File: config.mk
export PLATFORM = sky130hd
export DESIGN_NAME = mat_rd_arbiter
export DESIGN_NICKNAME = d
export VERILOG_FILES = /design/src/rtl/mat_rd_arbiter.sv
export SDC_FILE = /design/constraint.sdc
export NUM_CORES = 1
export LEC_CHECK = 0
export ABC_CLOCK_PERIOD_IN_PS = 3140
export CORE_AREA = 2 2 113 115
export DETAILED_ROUTE_END_ITERATION = 16
export DIE_AREA = 0 0 115 117
export PLACE_DENSITY = 0.49
export SETUP_SLACK_MARGIN = 0.1
export SKIP_CTS_REPAIR_TIMING = 1
export SLEW_MARGIN = 20
export SYNTH_ARGS = -nofsm -noshare
export SYNTH_HDL_FRONTEND = slang
export SYNTH_SLANG_ARGS = --single-unit
File: constraint.sdc
create_clock -name clk -period 3.14 [get_ports clk]
set_clock_uncertainty 0.05 [all_clocks]
set_input_delay 0.628 -clock clk [delete_from_list [all_inputs] [get_ports clk]]
set_output_delay 0.628 -clock clk [all_outputs]
set_load 0.02 [all_outputs]
File: src/rtl/mat_rd_arbiter.sv
// Round-robin arbiter sharing one matrix-storage read port among NUM_REQ engines; one read in flight.
// Optional WAIT abort is enabled by defining ARB_TIMEOUT_EN (otherwise WAIT is unbounded).
module mat_rd_arbiter #(
  parameter int NUM_REQ     = 4,
  parameter int DIM_WIDTH   = 3,
  parameter int DATA_WIDTH  = 8,
  parameter int ID_WIDTH    = 2,
  parameter int TIMEOUT_CYC = 15
) (
  input  logic                         clk,
  input  logic                         rst_n,
  input  logic [NUM_REQ-1:0]           req_rd_en,
  input  logic [NUM_REQ-1:0]           req_slot,
  input  logic [NUM_REQ*DIM_WIDTH-1:0] req_row,
  input  logic [NUM_REQ*DIM_WIDTH-1:0] req_col,
  output logic [NUM_REQ-1:0]           req_elem_valid,
  output logic [DATA_WIDTH-1:0]        req_elem,
  output logic                         mem_rd_en,
  output logic                         mem_slot_idx,
  output logic [DIM_WIDTH-1:0]         mem_row_idx,
  output logic [DIM_WIDTH-1:0]         mem_col_idx,
  input  logic [DATA_WIDTH-1:0]        mem_rd_elem,
  input  logic                         mem_rd_valid,
  output logic                         busy,
  output logic [ID_WIDTH-1:0]          grant_id,
  output logic                         proto_err,
  output logic                         err_timeout
);

  typedef enum logic [1:0] {S_IDLE, S_ISSUE, S_WAIT} state_t;

  if (NUM_REQ < 2 || NUM_REQ > 8 || ID_WIDTH != $clog2(NUM_REQ) || TIMEOUT_CYC < 1) begin : g_param_check
    $error("mat_rd_arbiter: unsupported parameter combination");
  end

  state_t                 state_q, state_d;
  logic [NUM_REQ-1:0]     pending_q, pending_d;
  logic [NUM_REQ-1:0]     slot_q, slot_d;
  logic [DIM_WIDTH-1:0]   row_q [NUM_REQ];
  logic [DIM_WIDTH-1:0]   row_d [NUM_REQ];
  logic [DIM_WIDTH-1:0]   col_q [NUM_REQ];
  logic [DIM_WIDTH-1:0]   col_d [NUM_REQ];
  logic [ID_WIDTH-1:0]    last_grant_q, last_grant_d;
  logic [ID_WIDTH-1:0]    grant_id_q, grant_id_d;
  logic                   busy_q, busy_d;
  logic                   mem_rd_en_q, mem_rd_en_d;
  logic                   mem_slot_q, mem_slot_d;
  logic [DIM_WIDTH-1:0]   mem_row_q, mem_row_d;
  logic [DIM_WIDTH-1:0]   mem_col_q, mem_col_d;
  logic [DATA_WIDTH-1:0]  req_elem_q, req_elem_d;
  logic [NUM_REQ-1:0]     req_elem_valid_q, req_elem_valid_d;
  logic                   proto_err_q, proto_err_d;
  logic [ID_WIDTH-1:0]    cand;
  logic                   found;
  logic                   done;

`ifdef ARB_TIMEOUT_EN
  localparam int CNT_W = $clog2(TIMEOUT_CYC + 1);
  localparam logic [CNT_W-1:0] TMO_LAST = CNT_W'(TIMEOUT_CYC - 1);
  logic [CNT_W-1:0] tmo_cnt_q, tmo_cnt_d;
  logic             err_timeout_q, err_timeout_d;
`endif

  always_comb begin
    state_d          = state_q;
    pending_d        = pending_q;
    slot_d           = slot_q;
    row_d            = row_q;
    col_d            = col_q;
    last_grant_d     = last_grant_q;
    grant_id_d       = grant_id_q;
    busy_d           = busy_q;
    mem_rd_en_d      = 1'b0;
    mem_slot_d       = mem_slot_q;
    mem_row_d        = mem_row_q;
    mem_col_d        = mem_col_q;
    req_elem_d       = req_elem_q;
    req_elem_valid_d = '0;
    proto_err_d      = 1'b0;
    cand             = '0;
    found            = 1'b0;
    done             = 1'b0;
`ifdef ARB_TIMEOUT_EN
    tmo_cnt_d        = tmo_cnt_q;
    err_timeout_d    = 1'b0;
`endif
    case (state_q)
      S_IDLE: begin
        if (|pending_q) begin
          // Scan upward from the engine after the last grantee, wrapping.
          for (int i = 1; i <= NUM_REQ; i++) begin
            cand = ID_WIDTH'((int'(last_grant_q) + i) % NUM_REQ);
            if (!found && pending_q[cand]) begin
              found      = 1'b1;
              grant_id_d = cand;
            end
          end
          mem_rd_en_d = 1'b1;
          mem_slot_d  = slot_q[grant_id_d];
          mem_row_d   = row_q[grant_id_d];
          mem_col_d   = col_q[grant_id_d];
          state_d     = S_ISSUE;
        end
      end
      S_ISSUE: begin
        busy_d  = 1'b1;
        state_d = S_WAIT;
`ifdef ARB_TIMEOUT_EN
        tmo_cnt_d = '0;
`endif
      end
      S_WAIT: begin
        if (mem_rd_valid) begin
          req_elem_d = mem_rd_elem;
          done       = 1'b1;
        end
`ifdef ARB_TIMEOUT_EN
        else if (tmo_cnt_q == TMO_LAST) begin
          req_elem_d    = '0;
          err_timeout_d = 1'b1;
          done          = 1'b1;
        end else begin
          tmo_cnt_d = tmo_cnt_q + 1'b1;
        end
`endif
        if (done) begin
          req_elem_valid_d[grant_id_q] = 1'b1;
          last_grant_d                 = grant_id_q;
          busy_d                       = 1'b0;
          state_d                      = S_IDLE;
        end
      end
      default: state_d = S_IDLE;
    endcase

    if (done) pending_d[grant_id_q] = 1'b0;
    // A request landing on the same edge its predecessor retires is accepted, not an overrun.
    for (int k = 0; k < NUM_REQ; k++) begin
      if (req_rd_en[k]) begin
        if (pending_q[k] && !(done && grant_id_q == ID_WIDTH'(k))) begin
          proto_err_d = 1'b1;
        end else begin
          pending_d[k] = 1'b1;
          slot_d[k]    = req_slot[k];
          row_d[k]     = req_row[k*DIM_WIDTH +: DIM_WIDTH];
          col_d[k]     = req_col[k*DIM_WIDTH +: DIM_WIDTH];
        end
      end
    end
  end

  always_ff @(posedge clk or negedge rst_n) begin
    if (!rst_n) begin
      state_q          <= S_IDLE;
      pending_q        <= '0;
      slot_q           <= '0;
      for (int k = 0; k < NUM_REQ; k++) begin
        row_q[k] <= '0;
        col_q[k] <= '0;
      end
      last_grant_q     <= ID_WIDTH'(NUM_REQ - 1);
      grant_id_q       <= '0;
      busy_q           <= 1'b0;
      mem_rd_en_q      <= 1'b0;
      mem_slot_q       <= 1'b0;
      mem_row_q        <= '0;
      mem_col_q        <= '0;
      req_elem_q       <= '0;
      req_elem_valid_q <= '0;
      proto_err_q      <= 1'b0;
    end else begin
      state_q          <= state_d;
      pending_q        <= pending_d;
      slot_q           <= slot_d;
      row_q            <= row_d;
      col_q            <= col_d;
      last_grant_q     <= last_grant_d;
      grant_id_q       <= grant_id_d;
      busy_q           <= busy_d;
      mem_rd_en_q      <= mem_rd_en_d;
      mem_slot_q       <= mem_slot_d;
      mem_row_q        <= mem_row_d;
      mem_col_q        <= mem_col_d;
      req_elem_q       <= req_elem_d;
      req_elem_valid_q <= req_elem_valid_d;
      proto_err_q      <= proto_err_d;
    end
  end

`ifdef ARB_TIMEOUT_EN
  always_ff @(posedge clk or negedge rst_n) begin
    if (!rst_n) begin
      tmo_cnt_q     <= '0;
      err_timeout_q <= 1'b0;
    end else begin
      tmo_cnt_q     <= tmo_cnt_d;
      err_timeout_q <= err_timeout_d;
    end
  end
  assign err_timeout = err_timeout_q;
`else
  assign err_timeout = 1'b0;
`endif

  assign req_elem_valid = req_elem_valid_q;
  assign req_elem       = req_elem_q;
  assign mem_rd_en      = mem_rd_en_q;
  assign mem_slot_idx   = mem_slot_q;
  assign mem_row_idx    = mem_row_q;
  assign mem_col_idx    = mem_col_q;
  assign busy           = busy_q;
  assign grant_id       = grant_id_q;
  assign proto_err      = proto_err_q;

endmodule

# Word level (Yosys, flattened, before mapping)
# Index checks and enable logic that the tools add are counted.
op_classes:
  add_sub_neg: 4
  n_lt_le_gt_ge: 8
  eq_ne: 7
  mux: 62
  bitwise: 7
  n_reduce_logical: 32
ops:
  columns: ["op", "count"]
  rows:
  - ["1-bit 2-to-1 mux", 37]
  - ["2-bit by 3-bit < comparator with 1-bit output (second input constant)", 6]
  - ["2-bit AND reduction", 9]
  - ["2-bit 2-to-1 mux", 8]
  - ["3-bit binary-select mux with 2-bit select", 2]
  - ["1-bit logical AND", 12]
  - ["3-bit 2-to-1 mux", 4]
  - ["4-bit 2-to-1 mux", 3]
  - ["1-bit binary-select mux with 2-bit select", 5]
  - ["1-bit zero test", 7]
  - ["2-bit equality test (second input constant)", 3]
  - ["2-bit case mux with 3 select lines", 1]
  - ["2-bit by 1-bit adder with 2-bit output (second input constant)", 2]
  - ["2-bit adder (second input constant)", 2]
  - ["4-bit AND", 1]
  - ["2-bit by 1-bit equality test with 1-bit output (second input constant)", 2]
  - ["2-bit zero test", 2]
  - ["2-bit inequality test (second input constant)", 2]
  - ["1-bit inverter", 4]
  - ["4-bit inverter", 1]
  - ["4-bit OR reduction", 1]
  - ["3-bit greater-or-equal comparator (second input constant)", 1]
  - ["2-bit inverter with 3-bit output", 1]
  - ["1-bit demux with 2-bit select", 1]
  - ["3 further kinds", 3]
totals:
  regBits: 60
  in_bits: 43
  output_inout_bits: 25
  elab_cells: 144

# Logic depth before layout (Yosys ltp)
depth:
  depth_word: 25
  depth_mapped: 10
  depth_no_buf: 7

# Worst setup path before layout
# No wires, ideal clock.
synth_timing:
  kind: "register to register"
  startpoint: "register last_grant_q[0]"
  endpoint: "register mem_row_q[1] (netlist: mem_row_idx[1])"
  setup_time_ns: 0.143
  arrival_time_ns: 2.004
  required_time_ns: 2.947
  setup_slack_ns: 0.943
  stages_incl_launch_ff: 10
  n_path_buf: 2
  synth_period_minus_slack_ns: 2.197
  path_cell_list: "dfstp_2 > or3b_1 > a2111o_1 > nand2_4 > nor2b_1 > buf_6 > o21bai_4 > buf_6 > mux2i_1 > o221ai_1"
synth_between:
  elab_chain_len: 25
  elab_cells_between_ends: 37
  classes_between: "4 x add/sub; 26 x mux; 1 x bitwise; 6 x reduce/logical"
synth_rtl:
  columns: ["element", "line", "text"]
  rows:
  - ["from (decl)", "43", "logic [ID_WIDTH-1:0] last_grant_q, last_grant_d;"]
  - ["from (signal assigned)", "161", "last_grant_q <= ID_WIDTH'(NUM_REQ - 1);"]
  - ["from (signal assigned)", "177", "last_grant_q <= last_grant_d;"]
  - ["2-bit by 1-bit adder with 2-bit output", "92", "cand = ID_WIDTH'((int'(last_grant_q) + i) % NUM_REQ);"]
  - ["1-bit binary-select mux with 2-bit select", "93", "if (!found && pending_q[cand]) begin"]
  - ["1-bit 2-to-1 mux (implied by the code)", "93", null]
  - ["1-bit 2-to-1 mux", "93", null]
  - ["1-bit 2-to-1 mux", "89", "if (|pending_q) begin"]
  - ["1-bit 2-to-1 mux", "87", "case (state_q)"]
  - ["1-bit zero test", "93", null]
  - ["1-bit logical AND", "93", null]
  - ["[8 not listed]", null, null]
  - ["1-bit zero test", "93", null]
  - ["1-bit logical AND", "93", null]
  - ["2-bit 2-to-1 mux (*)", "93", null]
  - ["2-bit 2-to-1 mux (*)", "89", null]
  - ["2-bit 2-to-1 mux (*)", "87", null]
  - ["2-bit inverter with 3-bit output (implied by the code) (*)", "100", "mem_row_d = row_q[grant_id_d];"]
  - ["3-bit binary-select mux with 2-bit select (*)", "100", null]
  - ["3-bit 2-to-1 mux (implied by the code) (*) (2 in series)", "100", null]
  - ["to (signal assigned)", "182", "mem_row_q <= mem_row_d;"]
  - ["to (decl)", "48", "logic [DIM_WIDTH-1:0] mem_row_q, mem_row_d;"]
# Every way passes the cells marked *; elsewhere a longest branch is shown, timed or not. The select of a mux whose other input is x is not followed.
# A chain may end at the register's enable or synchronous reset.

# Worst setup path in the final report
layout_timing:
  startpoint: "register pending_q[2]"
  endpoint: "register mem_row_q[1] (netlist: mem_row_idx[1])"
layout_between:
  elab_chain_len: 24
  elab_cells_between_ends: 35
  classes_between: "26 x mux; 1 x bitwise; 8 x reduce/logical"
layout_rtl:
  columns: ["element", "line", "text"]
  rows:
  - ["from (decl)", "37", "logic [NUM_REQ-1:0] pending_q, pending_d;"]
  - ["from (signal assigned)", "173", "pending_q <= pending_d;"]
  - ["1-bit binary-select mux with 2-bit select", "93", null]
  - ["1-bit 2-to-1 mux (implied by the code)", "93", null]
  - ["1-bit 2-to-1 mux", "93", null]
  - ["1-bit 2-to-1 mux", "89", null]
  - ["1-bit 2-to-1 mux", "87", null]
  - ["1-bit zero test", "93", null]
  - ["1-bit logical AND", "93", null]
  - ["1-bit 2-to-1 mux", "93", null]
  - ["[7 not listed]", null, null]
  - ["1-bit zero test", "93", null]
  - ["1-bit logical AND", "93", null]
  - ["2-bit 2-to-1 mux", "93", null]
  - ["2-bit 2-to-1 mux", "89", null]
  - ["2-bit 2-to-1 mux", "87", null]
  - ["2-bit inverter with 3-bit output (implied by the code)", "100", null]
  - ["3-bit binary-select mux with 2-bit select", "100", null]
  - ["3-bit 2-to-1 mux (implied by the code) (2 in series)", "100", null]
# Several ways; a longest one is shown, not always the timed one. The select of a mux whose other input is x is not followed.

==> flow_summary.ini <==
[placement]
place_hpwl_mm = 5.642
place_congestion = 0.7655
numPortBuffers = 66
place_area_sq_um = 3649
place_inst = 465

[die]
placementRows = 41
fp.dieH_microns = 117
coreArea_sq_um = 12310
pin_count = 68
fp.dieW_microns = 115
die_area_sq_um = 13460
start_util_pct = 23.22

[sta]
setup_tns_ps = 0
layout_min_cycle_time_ps = 2698
slew_headroom_pct = 54.25
finalCritPeriodShare_pct = 85.93
finalHoldViolCount = 0
setup_viol = 0
rsz0062_at_grt = no
fmax_mhz = 370.6
maxSlewViolCount = 0
tightest_slew_ps = 683.0

[grt]
grt-ovfl-total = 0
grt_max_degree = 26
grt_pass1_vias = 2291
antenna_found_initial = 0
grt_pass1_wl_mm = 11.84
grtUsageTotal_pct = 11.62

[worst_setup_path]
r2r-start = pending_q[2]
regToRegSetupSlack_ps = 440
rr_worst_depth = 7
setup.worst_path.class = register to register
startpoint = pending_q[2]
r2r-end = mem_row_idx[1]
worstPathArrival_ps = 2830
startpoint_type = register
critPathCapture = mem_row_idx[1]
path_max_fanout = 13
crit_required_ps = 3270
cp-end-kind = register

[flow_run]
cap_violations = 0

[power_and_ir_drop]
cellLeakagePower_nw = 1.705
power_density_nw_per_um2 = 996.0
peakVddDrop_v = 0.0003694
total_power_mw = 3.924

[cells_and_area]
finalInstanceArea_sq_um = 3940
fin_nets = 369
final_cells = 479
layout_common_cells = 65 x clkdlybuf4s50_1, 58 x dfrtp_1, 46 x nand2_1
final_common_cell = clkdlybuf4s50_1
drive_above_1_share_pct = 11.25
syn_to_final_growth_pct = 37.81
diodes = 0
multi_input_area_sq_um = 1241
fillers = 1273
regArea_sq_um = 1504

[route]
wirelength_mm = 7.432
antenna_left = 0
via_count = 2233
drcViolationCount = 0
dr.first_iter.drc_count = 142
wl_per_cell_microns = 15.52
viasPerCell = 4.662
drt_pre_antenna_iters = 4

[logic_synthesis]
synth_cell_types = 47
async_reset_ff_share_pct = 100.0
syn_area_per_cell_sq_um = 10.95
ys_ff_latch = 60
synth-seq-area-share_pct = 52.60
yosys_warnings = 0
synth_ff_type = dfrtp_1
synth_cells = 261
syn_area_sq_um = 2859
synth-edff-count = 0
synth_nets = 304

[clock_tree]
clock_latency_ps = 320
cts_tree = built
htree_num_levels = 3
clock_path_buffers = 2
cts-buffers-inserted = 9
clockRootBuffer = clkbuf_16
cts.reportedPaths.clkPinSlew_ps = 50
cts.sinks = 60

[worst_hold_path]
hold_class = input pin to asynchronous set/reset pin

[status]
status = finished, final reports clean
## worst max-delay path: stages (launching register included)
cell and delay [ps]:
dfrtp_1 580, or3b_1 380, a2111o_1 480, nand2_4 150, nor2b_1 160, o21bai_4 330, mux2i_1 290, o221ai_1 140
## report_power, final
part | total [mW] | internal [mW] | switching [mW]
clock network | 0.963 | 0.646 | 0.317
registers | 1.45 | 1.12 | 0.323
logic | 1.51 | 0.744 | 0.770
## area by class of cell
class                      instances  area share (%)
clock buffer                      12           6.510
clock inverter                     2          0.8892
inverter                          10          0.9527
multi-input combinational        176           31.50
sequential                        60           38.17
tap                              150           4.763
timing repair buffer              69           17.21
## synthesized netlist by cell type (3+ instances only)
| master | number | share of area, % |
|---|---|---|
| nor2_1 | 6 | 0.79 |
| dfrtp_1 | 58 | 51 |
| inv_1 | 8 | 1.1 |
| nor2b_1 | 3 | 0.66 |
| nand2b_1 | 7 | 1.5 |
| mux2_2 | 14 | 5.5 |
| a32o_1 | 8 | 2.8 |
| mux2_1 | 14 | 5.5 |
| nor3b_1 | 3 | 0.79 |
| nand2_1 | 46 | 6.0 |
| mux2i_1 | 8 | 2.8 |
| clkbuf_1 | 11 | 1.4 |
| a21oi_1 | 6 | 1.1 |
| a22oi_1 | 14 | 3.7 |
| o221ai_1 | 8 | 2.5 |
| o21ai_0 | 5 | 0.88 |
## sequential cells by signal (all words and copies together) (netlist names)
name            cells
pending_q           4
row_q              12
req_elem            8
grant_id            2
mem_slot_idx        1
req_elem_valid      4
mem_rd_en           1
busy                1
state_q             2
proto_err           1
col_q              12
mem_row_idx         3
slot_q              4
last_grant_q        2
mem_col_idx         3
## metal layers
metal	track usage, %	routed length, microns
met1	14.85	3434
met2	19.18	3499
met3	2.935	401
met4	4.177	95
met5	0	0
## worst min-delay path by stage
stage	to	depth (start not counted)
global placement	req_elem[1]	2
CTS	req_elem[0]	1
finish	proto_err	1
floorplan	busy	0
detailed placement	req_elem[4]	2
global route	req_elem[0]	1
## cells by family (layout without fill, tap and decap cells)
logic type | count (synthesis) | after routing | synth area share [%]
xor+xnor | 1 | 1 | 0.3064
other cells | 1 | 1 | 0.1312
compound gates | 59 | 59 | 16.06
mux | 36 | 36 | 13.83
simple gates | 79 | 79 | 13.09
flops | 60 | 60 | 52.60
buf+inv | 25 | 93 | 3.983
## metrics by stage
step / utilization, % / worst slack [ps] / hold WS (ps)
finish: 32.00 / 441.7 / 181.4
global route: 32.00 / 255.0 / 203.8
CTS: 32.00 / 425.5 / 189.9
detailed placement: 29.63 / 383.5 / 421.3
global placement: 29.63 / 447.2 / 407.6
floorplan: - / 943.3 / 282.4
No activity file was read; power rests on OpenSTA's default activity.
